===== src/rtl/i2s_led_pkg.sv =====
// Shared types and header layout for the I2S LED tile demux.
package i2s_led_pkg;

  typedef enum logic [1:0] {
    HUNT    = 2'd0,
    HDR     = 2'd1,
    PAYLOAD = 2'd2,
    LATCH   = 2'd3
  } state_t;

  localparam int unsigned HDR_W     = 16;
  localparam int unsigned NX_MSB    = 15;
  localparam int unsigned NY_MSB    = 11;
  localparam int unsigned BLANK_BIT = 7;
  localparam int unsigned RSVD_BIT  = 6;
  localparam int unsigned ROW_MSB   = 5;

  localparam logic [7:0] SYNC_DEFAULT = 8'hA5;

endpackage


===== src/rtl/i2s_grid_counter.sv =====
// Column/line counter pair over an nx*TILE_W by ny*TILE_H bit grid.
// Ports:
//   clk, rst_n        clock, synchronous active-low reset
//   i_clr             restart both counters at zero
//   i_en              advance one bit position
//   i_nx, i_ny        grid size in tiles (1..16)
//   o_col, o_line     current position
//   o_col_last_c      col is at the end of a line
//   o_line_last_c     line is the final line
module i2s_grid_counter
  import i2s_led_pkg::*;
#(
  parameter int unsigned TILE_W = 4,
  parameter int unsigned TILE_H = 4
) (
  input  logic                          clk,
  input  logic                          rst_n,
  input  logic                          i_clr,
  input  logic                          i_en,
  input  logic [4:0]                    i_nx,
  input  logic [4:0]                    i_ny,
  output logic [$clog2(16*TILE_W)-1:0]  o_col,
  output logic [$clog2(16*TILE_H)-1:0]  o_line,
  output logic                          o_col_last_c,
  output logic                          o_line_last_c
);

  localparam int unsigned COL_W  = $clog2(16*TILE_W);
  localparam int unsigned LINE_W = $clog2(16*TILE_H);

  logic [COL_W-1:0]  r_col;
  logic [LINE_W-1:0] r_line;
  logic [COL_W:0]    w_col_max;
  logic [LINE_W:0]   w_line_max;

  // One extra bit keeps nx*TILE_W-1 exact for the 16-tile case.
  assign w_col_max     = (COL_W+1)'(32'(i_nx) * TILE_W - 32'd1);
  assign w_line_max    = (LINE_W+1)'(32'(i_ny) * TILE_H - 32'd1);
  assign o_col_last_c  = ({1'b0, r_col} == w_col_max);
  assign o_line_last_c = ({1'b0, r_line} == w_line_max);
  assign o_col         = r_col;
  assign o_line        = r_line;

  // Column wraps into a line increment; line wraps at the grid end.
  always_ff @(posedge clk) begin
    if (!rst_n || i_clr) begin
      r_col  <= '0;
      r_line <= '0;
    end else if (i_en) begin
      if (o_col_last_c) begin
        r_col  <= '0;
        r_line <= o_line_last_c ? '0 : r_line + LINE_W'(1);
      end else begin
        r_col <= r_col + COL_W'(1);
      end
    end
  end

endmodule


===== src/rtl/i2s_tile_demux.sv =====
// Extracts this module's TILE_W x TILE_H window from a synced I2S frame
// and drives the LED shift-register strobes.
// Ports:
//   i2s_clk, rst_n    clock, synchronous active-low reset
//   i2s_data          serial stream, MSB first
//   addr_x, addr_y    module position, sampled when the header completes
//   row_num           panel row for the mux
//   led_data          i2s_data delayed one clock
//   led_shift_en      shift enable aligned with led_data
//   led_lat           latch strobe, LAT_CYCLES clocks long
//   led_oe            output enable, active low
//   frame_done        one-clock pulse after the latch
//   addr_oob          address outside the header's grid
//   frame_cnt         completed frames, wrapping
module i2s_tile_demux
  import i2s_led_pkg::*;
#(
  parameter int unsigned TILE_W     = 4,
  parameter int unsigned TILE_H     = 4,
  parameter logic [7:0]  SYNC       = SYNC_DEFAULT,
  parameter int unsigned LAT_CYCLES = 2
) (
  input  logic       i2s_clk,
  input  logic       rst_n,
  input  logic       i2s_data,
  input  logic [3:0] addr_x,
  input  logic [3:0] addr_y,
  output logic [5:0] row_num,
  output logic       led_data,
  output logic       led_shift_en,
  output logic       led_lat,
  output logic       led_oe,
  output logic       frame_done,
  output logic       addr_oob,
  output logic [7:0] frame_cnt
);

  localparam int unsigned COL_W  = $clog2(16*TILE_W);
  localparam int unsigned LINE_W = $clog2(16*TILE_H);

  state_t            r_state, w_state_nxt;
  logic [7:0]        r_sr8;
  logic [HDR_W-2:0]  r_hdr;     // the 16th header bit is taken straight from i2s_data
  logic [3:0]        r_hcnt;
  logic [3:0]        r_lcnt;
  logic [4:0]        r_nx, r_ny;
  logic              r_blank;
  logic [5:0]        r_row;
  logic [COL_W-1:0]  r_col_lo;
  logic [LINE_W-1:0] r_line_lo;

  logic [5:0] r_row_num;
  logic       r_led_data, r_led_shift_en, r_led_lat, r_led_oe;
  logic       r_frame_done, r_addr_oob;
  logic [7:0] r_frame_cnt;

  logic [HDR_W-1:0]  w_hdr_full;
  logic              w_unused_rsvd;
  logic              w_sync_hit, w_hdr_last, w_lat_last, w_hdr_done, w_cnt_en;
  logic [COL_W-1:0]  w_col;
  logic [LINE_W-1:0] w_line;
  logic              w_col_last, w_line_last, w_win_c;

  assign w_hdr_full    = {r_hdr, i2s_data};
  assign w_unused_rsvd = w_hdr_full[RSVD_BIT];
  assign w_sync_hit    = ({r_sr8[6:0], i2s_data} == SYNC);
  assign w_hdr_last    = (r_hcnt == 4'(HDR_W-1));
  assign w_lat_last    = (r_lcnt == 4'(LAT_CYCLES-1));

  i2s_grid_counter #(.TILE_W(TILE_W), .TILE_H(TILE_H)) u_grid (
    .clk          (i2s_clk),
    .rst_n        (rst_n),
    .i_clr        (w_hdr_done),
    .i_en         (w_cnt_en),
    .i_nx         (r_nx),
    .i_ny         (r_ny),
    .o_col        (w_col),
    .o_line       (w_line),
    .o_col_last_c (w_col_last),
    .o_line_last_c(w_line_last)
  );

  // Tile window test, widened by one bit so col_lo+TILE_W cannot overflow.
  assign w_win_c = ({1'b0, w_col}  >= {1'b0, r_col_lo}) &&
                   ({1'b0, w_col}  <  ({1'b0, r_col_lo} + (COL_W+1)'(TILE_W))) &&
                   ({1'b0, w_line} >= {1'b0, r_line_lo}) &&
                   ({1'b0, w_line} <  ({1'b0, r_line_lo} + (LINE_W+1)'(TILE_H))) &&
                   !r_addr_oob;

  // State register.
  always_ff @(posedge i2s_clk) begin
    if (!rst_n) r_state <= HUNT;
    else        r_state <= w_state_nxt;
  end

  // Next-state decode.
  always_comb begin
    w_state_nxt = r_state;
    w_hdr_done  = 1'b0;
    w_cnt_en    = 1'b0;
    case (r_state)
      HUNT:    if (w_sync_hit) w_state_nxt = HDR;
      HDR:     if (w_hdr_last) begin
                 w_state_nxt = PAYLOAD;
                 w_hdr_done  = 1'b1;
               end
      PAYLOAD: begin
                 w_cnt_en = 1'b1;
                 if (w_col_last && w_line_last) w_state_nxt = LATCH;
               end
      LATCH:   if (w_lat_last) w_state_nxt = HUNT;
      default: w_state_nxt = HUNT;
    endcase
  end

  // Datapath and registered outputs.
  always_ff @(posedge i2s_clk) begin
    if (!rst_n) begin
      r_sr8          <= '0;
      r_hdr          <= '0;
      r_hcnt         <= '0;
      r_lcnt         <= '0;
      r_nx           <= '0;
      r_ny           <= '0;
      r_blank        <= 1'b0;
      r_row          <= '0;
      r_col_lo       <= '0;
      r_line_lo      <= '0;
      r_row_num      <= '0;
      r_led_data     <= 1'b0;
      r_led_shift_en <= 1'b0;
      r_led_lat      <= 1'b0;
      r_led_oe       <= 1'b1;
      r_frame_done   <= 1'b0;
      r_addr_oob     <= 1'b0;
      r_frame_cnt    <= '0;
    end else begin
      r_led_data     <= i2s_data;
      r_led_shift_en <= (r_state == PAYLOAD) && w_win_c;
      r_led_lat      <= (w_state_nxt == LATCH);
      r_frame_done   <= (r_state == LATCH) && w_lat_last;
      case (r_state)
        HUNT: begin
          // Clearing on a hit stops a stale sync tail from aliasing the next hunt.
          r_sr8 <= w_sync_hit ? 8'h00 : {r_sr8[6:0], i2s_data};
          if (w_sync_hit) begin
            r_hcnt   <= '0;
            r_led_oe <= 1'b1;
          end
        end
        HDR: begin
          r_hdr  <= w_hdr_full[HDR_W-2:0];
          r_hcnt <= r_hcnt + 4'd1;
          if (w_hdr_last) begin
            r_nx       <= 5'(w_hdr_full[NX_MSB -: 4]) + 5'd1;
            r_ny       <= 5'(w_hdr_full[NY_MSB -: 4]) + 5'd1;
            r_blank    <= w_hdr_full[BLANK_BIT];
            r_row      <= w_hdr_full[ROW_MSB:0];
            r_col_lo   <= COL_W'(32'(addr_x) * TILE_W);
            r_line_lo  <= LINE_W'(32'(addr_y) * TILE_H);
            r_addr_oob <= ({1'b0, addr_x} >= (5'(w_hdr_full[NX_MSB -: 4]) + 5'd1)) ||
                          ({1'b0, addr_y} >= (5'(w_hdr_full[NY_MSB -: 4]) + 5'd1));
          end
        end
        PAYLOAD: r_lcnt <= '0;
        LATCH: begin
          r_lcnt <= r_lcnt + 4'd1;
          if (r_lcnt == 4'd0) r_row_num <= r_row;
          if (w_lat_last) begin
            r_frame_cnt <= r_frame_cnt + 8'd1;
            r_led_oe    <= r_blank;
          end
        end
        default: ;
      endcase
    end
  end

  assign row_num      = r_row_num;
  assign led_data     = r_led_data;
  assign led_shift_en = r_led_shift_en;
  assign led_lat      = r_led_lat;
  assign led_oe       = r_led_oe;
  assign frame_done   = r_frame_done;
  assign addr_oob     = r_addr_oob;
  assign frame_cnt    = r_frame_cnt;

endmodule


===== config.mk =====
export PLATFORM = sky130hd
export DESIGN_NAME = i2s_tile_demux
export DESIGN_NICKNAME = d
export VERILOG_FILES = /design/src/rtl/i2s_led_pkg.sv /design/src/rtl/i2s_grid_counter.sv /design/src/rtl/i2s_tile_demux.sv
export SDC_FILE = /design/constraint.sdc
export NUM_CORES = 1
export LEC_CHECK = 0
export CORE_UTILIZATION = 45
export DETAILED_ROUTE_END_ITERATION = 10
export PLACE_DENSITY_LB_ADDON = 0.12
export RECOVER_POWER = 50
export SETUP_SLACK_MARGIN = 0.2
export SLEW_MARGIN = 0
export SYNTH_ARGS = -nofsm -noshare
export SYNTH_HDL_FRONTEND = slang
export SYNTH_SLANG_ARGS = --single-unit

===== constraint.sdc =====
create_clock -name i2s_clk -period 5.2 [get_ports i2s_clk]
set_clock_uncertainty 0.2 [all_clocks]
set_input_delay 1.3 -clock i2s_clk [delete_from_list [all_inputs] [get_ports i2s_clk]]
set_output_delay 1.3 -clock i2s_clk [all_outputs]
set_load 0.01 [all_outputs]

## After elaboration in Yosys (flattened, before gate mapping)

Index checks and enable logic that the tools add are counted.

| word-level totals | value |
|---|---|
| flip-flop bits (word level) | 89 |
| input port bits | 11 |
| output and inout bits | 20 |
| logic and storage cells | 88 |

| cells by class | value |
|---|---|
| $add $sub $neg | 11 |
| magnitude comparators | 6 |
| equality and inequality tests | 11 |
| mux-type cells | 17 |
| reductions and logical operators | 22 |

Operator list:

| kind | count |
|---|---|
| one-hot mux 4 bit (2 select lines) | 2 |
| adder 6 x 3 -> 7 bit (second input constant) | 2 |
| == test 6 x 7 -> 1 bit | 2 |
| < comparator 6 x 7 -> 1 bit | 2 |
| subtractor 7 x 1 -> 7 bit (second input constant) | 2 |
| adder 6 x 1 -> 6 bit (second input constant) | 2 |
| >= comparator 6 bit | 2 |
| two-way mux 6 bit | 2 |
| adder 4 x 1 -> 5 bit (second input constant) | 2 |
| >= comparator 4 x 5 -> 1 bit | 2 |
| AND reduction 2 bit | 5 |
| adder 4 x 1 -> 4 bit (second input constant) | 2 |
| adder 8 x 1 -> 8 bit (second input constant) | 1 |
| == test 8 bit (second input constant) | 1 |
| two-way mux 2 bit | 4 |
| one-hot mux 2 bit (4 select lines) | 1 |
| logical AND 1 bit | 7 |
| two-way mux 7 bit | 1 |
| == test 2 bit (second input constant) | 3 |
| nonzero test 2 bit | 3 |
| two-way mux 1 bit | 5 |
| == test 4 x 1 -> 1 bit (second input constant) | 1 |
| == test 4 bit (second input constant) | 1 |
| zero test 4 bit | 1 |
| 8 further kinds | 11 |

## Logic depth before layout (Yosys ltp)

Gate-level depths: netlist of the first run.

| logic depth | value |
|---|---|
| depth after elaboration | 7 |
| gate-level depth with buffers | 9 |
| depth with buffers taken out | 8 |

## Cells and area by module

From an unflattened synthesis of the first run, not the netlist that was laid out.

| second synthesis, totals | value |
|---|---|
| cells, all modules | 531 |
| area total of the unflattened synthesis | 4466.8 µm² |

Modules (own cells, without submodules):

| module | instances | cells an instance | area each (µm²) |
|---|---|---|---|
| i2s_tile_demux | 1 | 441 | 3678.5 |
| i2s_grid_counter | 1 | 90 | 788.3 |

## Worst setup path after synthesis of the first run

No wires, ideal clock.

| timing path | value |
|---|---|
| path type | in2reg |
| from | input addr_y[0] |
| to | register r_addr_oob (netlist: addr_oob) |
| data arrival time | 2.305 ns |
| required time | 4.874 ns |
| path slack | 2.569 ns |
| stages on the path | 7 |
| path buffers | 0 |
| cell sequence | inv_1 ha_1 nand2b_1 a21o_1 a211o_1 o211ai_1 a31oi_1 |

| on the way | value |
|---|---|
| longest elaborated chain between the ends | 2 |

Ends and longest elaborated chain:

| element | RTL line | text |
|---|---|---|
| start, declared | i2s_tile_demux.sv:27 | `input logic [3:0] addr_y,` |
| >= comparator 4 x 5 -> 1 bit | i2s_tile_demux.sv:162 | `({1'b0, addr_y} >= (5'(w_hdr_full[NY_MSB -: 4]) + 5'd1));` |
| logical OR 1 bit | i2s_tile_demux.sv:161 | `r_addr_oob <= ({1'b0, addr_x} >= (5'(w_hdr_full[NX_MSB -: 4]) + 5'd1)) \|\|` |
| end signal, assigned | i2s_tile_demux.sv:161 |  |
| end, declared | i2s_tile_demux.sv:54 | `logic r_frame_done, r_addr_oob;` |

Every way passes these cells.
A chain may end at the register's enable or synchronous reset.

==> out/metrics.csv, run 1 <==
metric,value,unit
status,finished with violations,
violations,"max-capacitance violations, max-slew violations",
fmax,0.260,GHz
p_sw,0.278,mW
drv_cap,1,
hold_slack,0.273,ns
die_y,103,um
track_usage,18.5,%
crit_buf_inv,2,
boundaryPins,31,
hold_buffers,0,
cts_setup_buffers,0,
num_rows,36,
synth_area,4590,um^2
grt_first_pass_wirelength,15.2,mm
ys.flop_type,dfxtp_1,
cp-start-kind,input pin,
yosysUniqueCellTypes,50,
peakVddDrop,0.138,mV
tritoncts,done,
path_class,input pin to register,
die_w,103,um
end_kind,register,
hpwl,6.50,mm
setup_viol,0,
hold_violations,0,
nNetsFinal,604,
cts.repair.resized,0,
clkPwrFrac,38.1,%
path_max_fanout,49,
overflow,0,
synth_seq_area_share,38.8,%
nFillCells,975,
grt_max_degree,50,
synth_edf_count,0,
ys_ff_latch,89,
drive_above_1_share,3.76,%
synth-warning-count,0,
clock-sinks,89,
final_common_cell,nand2_1,
initial_utilization,46.8,%
slowest_delay,1.32,ns
cp_data_arrival_time,3.90,ns
drt-total-wl,9.01,mm
yosysTopAreaCell,dfxtp_1,
numCtsBuffers,9,
grt_pass1_vias,3327,
wire_per_inst,13.0,um
swShare,24.0,%
synth.top_cell.area_share,38.8,%
core_area,9820,um^2
postLayoutCellArea,5150,um^2
power_density,225,nW/um^2
final_cell_mix,"nand2_1 (96), dfxtp_1 (89), a21boi_0 (41), ha_1 (39), inv_1 (34)",
place_congestion,0.762,
dpl_cell_area,4980,um^2
htree_levels,3,
p_leak,1.92,nW
final_max_slew_viol_count,50,
worstPathRequired,5.26,ns
io_buffers,30,
vias,3548,
postSynthCellCount,533,
clock-root-buffer,clkbuf_8,
p_seq_share,58.9,%
worstSkewPairLatency,0.36,ns
ant_nets,0,
antenna_found_initial,0,
synth_nets,583,
fin_crit,3.84,ns
dpl.cell_count,676,
drc,0,
synth_area_leaders,"dfxtp_1 (39%), ha_1 (11%), nand2_1 (7.8%), a21boi_0 (6.7%), xnor2_1 (4.2%)",
total_power,1.16,mW
cpLargestDelayFamily,buffers and inverters,
die_area,10600,um^2
rsz0062_at_grt,no,
slew_headroom,-16.4,%
diodes,0,
async_reset_ff_share,0,%
clockBufferDepth,2,
syn-mean-instance-area,8.62,um^2
drt-vias-per-instance,5.13,
cpMostUsedCell,clkbuf_1,
drt_iter0_drc,85,
intPower,0.882,mW
slowest_stage,clkbuf_1,
area_delta_synth_final,12.2,%
tightest_slew,1.75,ns
fin_crit_sh,73.9,%
setup_tns,0,ns
min-delay-path-class,register to register,
final_cells,692,
pwr-share-comb,2.9,%
cts.clk_slew.worst_paths,0.09,ns
path_cells,clkbuf_1 > clkbuf_1 > nand3b_1 > nor4_1,
first_pass_iters,4,
==> registers in the layout (all words and copies together), names as in the netlist <==
signal         count
row_num            6
r_line_lo          4
led_data           1
frame_done         1
led_shift_en       1
r_col_lo           4
r_state            2
r_blank            1
r_nx               5
u_grid.o_line      6
u_grid.o_col       6
r_hdr             15
led_oe             1
r_hcnt             4
addr_oob           1
r_ny               5
r_row              6
r_lcnt             4
led_lat            1
r_sr8              7
frame_cnt          8
==> path summary, 6_finish.rpt <==
kind | start | depth (start not counted) | to | slack (ns)
setup / recovery | rst_n | 4 | led_shift_en | 1.36
hold / removal | r_hdr[5] | 2 | r_hdr[6] | 0.27
hold reg to reg | r_hdr[5] | 2 | r_hdr[6] | 0.27
setup reg to reg | r_state[1] | 5 | u_grid.o_col[4] | 2.02
==> through the flow <==
step | util (%) | setup slack [ns]
floorplan | - | 2.57
global placement | 50.7 | 2.02
detailed placement | 50.7 | 2.00
CTS | 52.6 | 1.98
global route | 52.5 | 1.02
finish | 52.5 | 1.36
==> power by group through the flow <==
stage / sequential (mW) / combinational [mW] / clock (mW)
after floorplan: 0.700 / 0.0198 / 0
after global placement: 0.699 / 0.0339 / 0
after detailed placement: 0.699 / 0.0344 / 0
after CTS: 0.684 / 0.0345 / 0.459
after global routing: 0.684 / 0.0383 / 0.481
final: 0.683 / 0.0340 / 0.442
==> routing by layer <==
metal | up-vias | wire length [um] | global-route usage, %
li1 | 1852 | - | -
met1 | 1655 | 4330 | 22.9
met2 | 34 | 4370 | 32.2
met3 | 7 | 225 | 4.41
met4 | 0 | 81 | 5.31
met5 | - | 0 | 0
==> cells in the mapped netlist, types with 2 or more instances <==
cell type   n
dfxtp_1    89
and2_1     13
a21boi_0   41
and3_1      2
o211ai_1    4
nand2_1    96
xnor2_1    22
nand2b_1    5
nor3_1      4
a21oi_1    13
nand3_1    18
nand4b_1    2
nor3b_1     3
ha_1       39
a32oi_1     2
buf_2       5
a31oi_1     3
clkbuf_1   16
o21a_1      5
nor2_1     22
a22oi_1     3
nor4_1      2
a21o_1      3
mux2i_1     8
nand3b_1    4
o31ai_1     2
o211a_1     5
nand4_1    11
inv_1      34
xor2_1     10
nor2b_1    20
o21ai_0     9
==> worst register-to-register path: stages, from the launching register on <==
cell and delay (ns):
dfxtp_1 0.70, nand2b_1 0.61, or2_1 0.82, and2_1 0.44
nand2_1 0.21, nor2_1 0.14
==> cell families after synthesis <==
group	after synthesis	synth area share, %
adders and majority gates	39	10.6
muxes	9	1.99
buffers and inverters	56	4.71
DFF	89	38.8
xor gates and xnor gates	32	6.10
AOI/OAI and AO/OA	97	15.0
and+or+nand+nor	211	22.8
==> cell type report <==
class / instances / area [um^2] / share of cell area (%)
clock buffer: 10 / 128 / 2.48
clock inverter: 6 / 51.3 / 0.995
inverter: 34 / 128 / 2.48
multi-input combinational: 388 / 2590 / 50.3
sequential: 89 / 1780 / 34.6
tap: 133 / 166 / 3.23
timing repair buffer: 32 / 305 / 5.92
No activity file was read; power rests on OpenSTA's default activity.
==> run 2: changes to the inputs <==
==> constraint.sdc (replaced) <==
create_clock -name i2s_clk -period 3.25 [get_ports i2s_clk]
set_clock_uncertainty 0.2 [all_clocks]
set_input_delay 0.8125 -clock i2s_clk [delete_from_list [all_inputs] [get_ports i2s_clk]]
set_output_delay 0.8125 -clock i2s_clk [all_outputs]
set_load 0.01 [all_outputs]
==> out/metrics.csv, run 2 (synthesized netlist as in run 1, its figures left out) <==
metric,value,unit
status,finished clean,
core_area,9820,um^2
die_w,103,um
tightest_slew,0.936,ns
fin_crit_sh,81.5,%
antenna_found_initial,0,
worstPathRequired,3.31,ns
final_common_cell,nand2_1,
grt_first_pass_wirelength,15.7,mm
crit_buf_inv,0,
grt_max_degree,39,
clockBufferDepth,2,
largest_reg_flops,15,
path_class,register to register,
setup_tns,0,ns
diodes,0,
pre_cts_slack,0.552,ns
final_max_slew_viol_count,0,
boundaryPins,31,
p_leak,1.97,nW
drt-vias-per-instance,5.12,
initial_utilization,46.8,%
final_cells,698,
clock-root-buffer,clkbuf_8,
place_congestion,0.764,
tritoncts,done,
drt-total-wl,9.27,mm
ant_nets,0,
hold_buffers,0,
cp-start-kind,register,
slowest_stage,nor4b_2,
wire_per_inst,13.3,um
rsz0062_at_grt,no,
hold_slack,0.266,ns
end_kind,register,
cts.clk_slew.worst_paths,0.09,ns
overflow,0,
area_delta_synth_final,13.4,%
nFillCells,975,
cts_setup_buffers,0,
fmax,0.378,GHz
htree_levels,3,
slew_headroom,37.4,%
die_area,10600,um^2
drt_iter0_drc,111,
min-delay-path-class,register to register,
power_density,368,nW/um^2
dpl.cell_count,682,
final_cell_mix,"nand2_1 (96), dfxtp_1 (89), a21boi_0 (41), ha_1 (39), inv_1 (34)",
path_max_fanout,18,
num_rows,36,
drv_cap,0,
die_y,103,um
fin_ws,0.601,ns
clock-sinks,89,
drive_above_1_share,4.96,%
peakVddDrop,0.212,mV
first_pass_iters,4,
drc,0,
cp_data_arrival_time,2.71,ns
io_buffers,30,
hpwl,6.62,mm
registers.top_by_ff_count,r_hdr,
track_usage,19.2,%
setup_viol,0,
grt_pass1_vias,3300,
cpLargestDelayFamily,simple AND/OR/NAND/NOR gates,
vias,3572,
worstSkewPairLatency,0.36,ns
slowest_delay,0.85,ns
total_power,1.91,mW
hold_violations,0,
cts.repair.resized,0,
path_cells,nand2_1 > nor4b_2 > nand4_1 > xnor2_1 > and2_1,
fin_crit,2.65,ns
nNetsFinal,610,
numCtsBuffers,9,
-- run 2: changes by cell type in the layout (fill, tap and decap cells not counted), moves of 2 or more --
cell	before	now
and2_1	10	12
clkinvlp_4	0	2
dlygate4sd3_1	4	12
buf_4	1	6
clkdlybuf4s50_1	25	17
and2_0	3	1
-- run 2: worst reg2reg max path: stages, from the launching register on --
cell,delay (ns)
dfxtp_1,0.70
nand2_1,0.24
nor4b_2,0.85
nand4_1,0.23
xnor2_1,0.18
and2_1,0.15
-- run 2: per-layer routing --
| layer | vias up | track usage, % | routed length [um] |
|---|---|---|---|
| met5 | - | 0 | 0 |
| met4 | 0 | 8.23 | 78 |
| met3 | 4 | 2.85 | 283 |
| met2 | 47 | 32.2 | 4440 |
| met1 | 1657 | 24.6 | 4460 |
| li1 | 1864 | - | - |
-- run 2: area by class of cell --
class	count	area (um^2)	share of cell area, %
Clock buffer	10	128	2.45
Clock inverter	6	67.6	1.30
Inverter	34	128	2.45
Multi-Input combinational cell	388	2590	49.7
Sequential cell	89	1780	34.2
Tap cell	133	166	3.20
Timing Repair Buffer	38	348	6.68
-- run 2: through the flow --
stage | utilization (%) | cell area, um^2
2_1_floorplan | - | 4590
3_3_place_gp | 51.2 | 5030
3_5_place_dp | 51.2 | 5030
4_1_cts | 53.2 | 5220
5_1_grt | 53.0 | 5210
6_report | 53.0 | 5210
-- run 2: power by group --
part / switching (mW) / internal [mW]
logic: 0.0268 / 0.0285
registers: 0.00166 / 1.09
clock network: 0.407 / 0.359
-- run 2: final timing paths --
kind              startpoint            to  slack [ns]  cells after the start
setup reg to reg  r_state[1]  frame_cnt[7]        0.60                      5
hold / removal      r_row[5]      r_row[5]        0.27                      2
hold reg to reg     r_row[5]      r_row[5]        0.27                      2
setup / recovery  r_state[1]  frame_cnt[7]        0.60                      5
==> run 3: changes to the inputs <==
==> constraint.sdc (replaced) <==
create_clock -name i2s_clk -period 2.54 [get_ports i2s_clk]
set_clock_uncertainty 0.2 [all_clocks]
set_input_delay 0.635 -clock i2s_clk [delete_from_list [all_inputs] [get_ports i2s_clk]]
set_output_delay 0.635 -clock i2s_clk [all_outputs]
set_load 0.01 [all_outputs]
==> out/metrics.csv, run 3 (synthesized netlist as in run 1, its figures left out) <==
metric,value,unit
peakVddDrop,0.283,mV
tritoncts,done,
min-delay-path-class,register to register,
fin_ws,0.309,ns
num_rows,36,
grt_first_pass_wirelength,15.4,mm
setup_viol,0,
path_cells,inv_1 > ha_1 > xnor2_1 > nor3_2 > nand4_2 > or4_1 > a21oi_1,
slew_headroom,63.7,%
hpwl,6.67,mm
tightest_slew,0.542,ns
fmax,0.448,GHz
clockBufferDepth,2,
cts.repair.resized,0,
final_cell_mix,"nand2_1 (96), dfxtp_1 (89), a21boi_0 (41), ha_1 (39), inv_1 (34)",
final_common_cell,nand2_1,
die_w,103,um
antenna_found_initial,0,
area_delta_synth_final,14.3,%
largest_reg_flops,15,
power_density,465,nW/um^2
dpl_cell_area,5060,um^2
numCtsBuffers,9,
drive_above_1_share,5.28,%
drc,0,
place_congestion,0.763,
vias,3615,
pre_cts_slack,0.00415,ns
path_class,register to register,
cpLargestDelayFamily,simple AND/OR/NAND/NOR gates,
hold_buffers,0,
fin_crit,2.23,ns
boundaryPins,31,
slowest_stage,or4_1,
drt-total-wl,9.23,mm
ant_nets,0,
fin_crit_sh,87.8,%
postLayoutCellArea,5250,um^2
core_area,9820,um^2
die_area,10600,um^2
final_max_slew_viol_count,0,
slowest_delay,0.52,ns
io_buffers,30,
status,finished clean,
htree_levels,3,
first_pass_iters,4,
overflow,0,
hold_violations,0,
end_kind,register,
grt_pass1_vias,3213,
crit_buf_inv,1,
die_y,103,um
worstSkewPairLatency,0.35,ns
setup_tns,0,ns
drt_iter0_drc,126,
p_leak,1.95,nW
cts_setup_buffers,0,
clock-root-buffer,clkbuf_8,
wire_per_inst,13.2,um
hold_slack,0.266,ns
rsz0062_at_grt,no,
cp_data_arrival_time,2.32,ns
grt_max_degree,53,
clock-sinks,89,
drt-vias-per-instance,5.16,
diodes,0,
track_usage,18.9,%
initial_utilization,46.8,%
path_max_fanout,4,
cts.clk_slew.worst_paths,0.09,ns
registers.top_by_ff_count,r_hdr,
worstPathRequired,2.63,ns
nNetsFinal,614,
drv_cap,0,
cp-start-kind,register,
[run 3: cell count changes in the layout (fill, tap and decap cells not counted), moves of 2 or more]
| cell | change |
|---|---|
| clkbuf_2 | +2 |
| clkdlybuf4s50_1 | +11 |
| and2_1 | -2 |
| and2_0 | +2 |
| dlygate4sd3_1 | -11 |
[run 3: path summary, 6_finish.rpt]
path | startpoint | to | slack [ns] | cells past startpoint
setup / recovery | r_nx[0] | u_grid.o_line[5] | 0.31 | 7
setup reg to reg | r_nx[0] | u_grid.o_line[5] | 0.31 | 7
hold / removal | r_hdr[5] | r_hdr[5] | 0.27 | 2
hold reg to reg | r_hdr[5] | r_hdr[5] | 0.27 | 2
[run 3: where the power goes]
| group | internal (mW) | total, mW | leakage (nW) | switching [mW] |
|---|---|---|---|---|
| Clock | 0.478 | 0.965 | 0.0916 | 0.487 |
| Combinational | 0.0389 | 0.0743 | 1.15 | 0.0355 |
| Sequential | 1.40 | 1.40 | 0.717 | 0.00203 |
| Total | 1.91 | 2.44 | 1.95 | 0.524 |
[run 3: layout make-up]
class                      count  area, um^2
clock buffer                  11         141
clock inverter                 4        53.8
fill                         983        4570
inverter                      34         128
multi-input combinational    388        2590
sequential                    89        1780
tap                          133         166
timing repair buffer          42         385
[run 3: layer usage]
metal	GRT usage [%]	routed length (um)	part of all wire [%]	vias up
met3	3.59	217	2.4	7
met5	0	0	0	-
met1	24.5	4550	49	1695
li1	-	-	-	1862
met4	5.85	70	0.76	0
met2	31.7	4390	48	51
[run 3: through the flow]
stage                     power (mW)  std cells  utilization, %
after global placement          1.51        685            51.6
after CTS                       2.48        700            53.5
after floorplan                 1.47        533               -
after global routing            2.55        701            53.5
final                           2.44        701            53.5
after detailed placement        1.51        685            51.6
[run 3: worst min-delay path: cells and delay by family, from the launching register on]
kind               cells  cell delay [ns]
AOI/OAI and AO/OA      1             0.06
DFF                    1             0.32
and+or+nand+nor        1             0.05
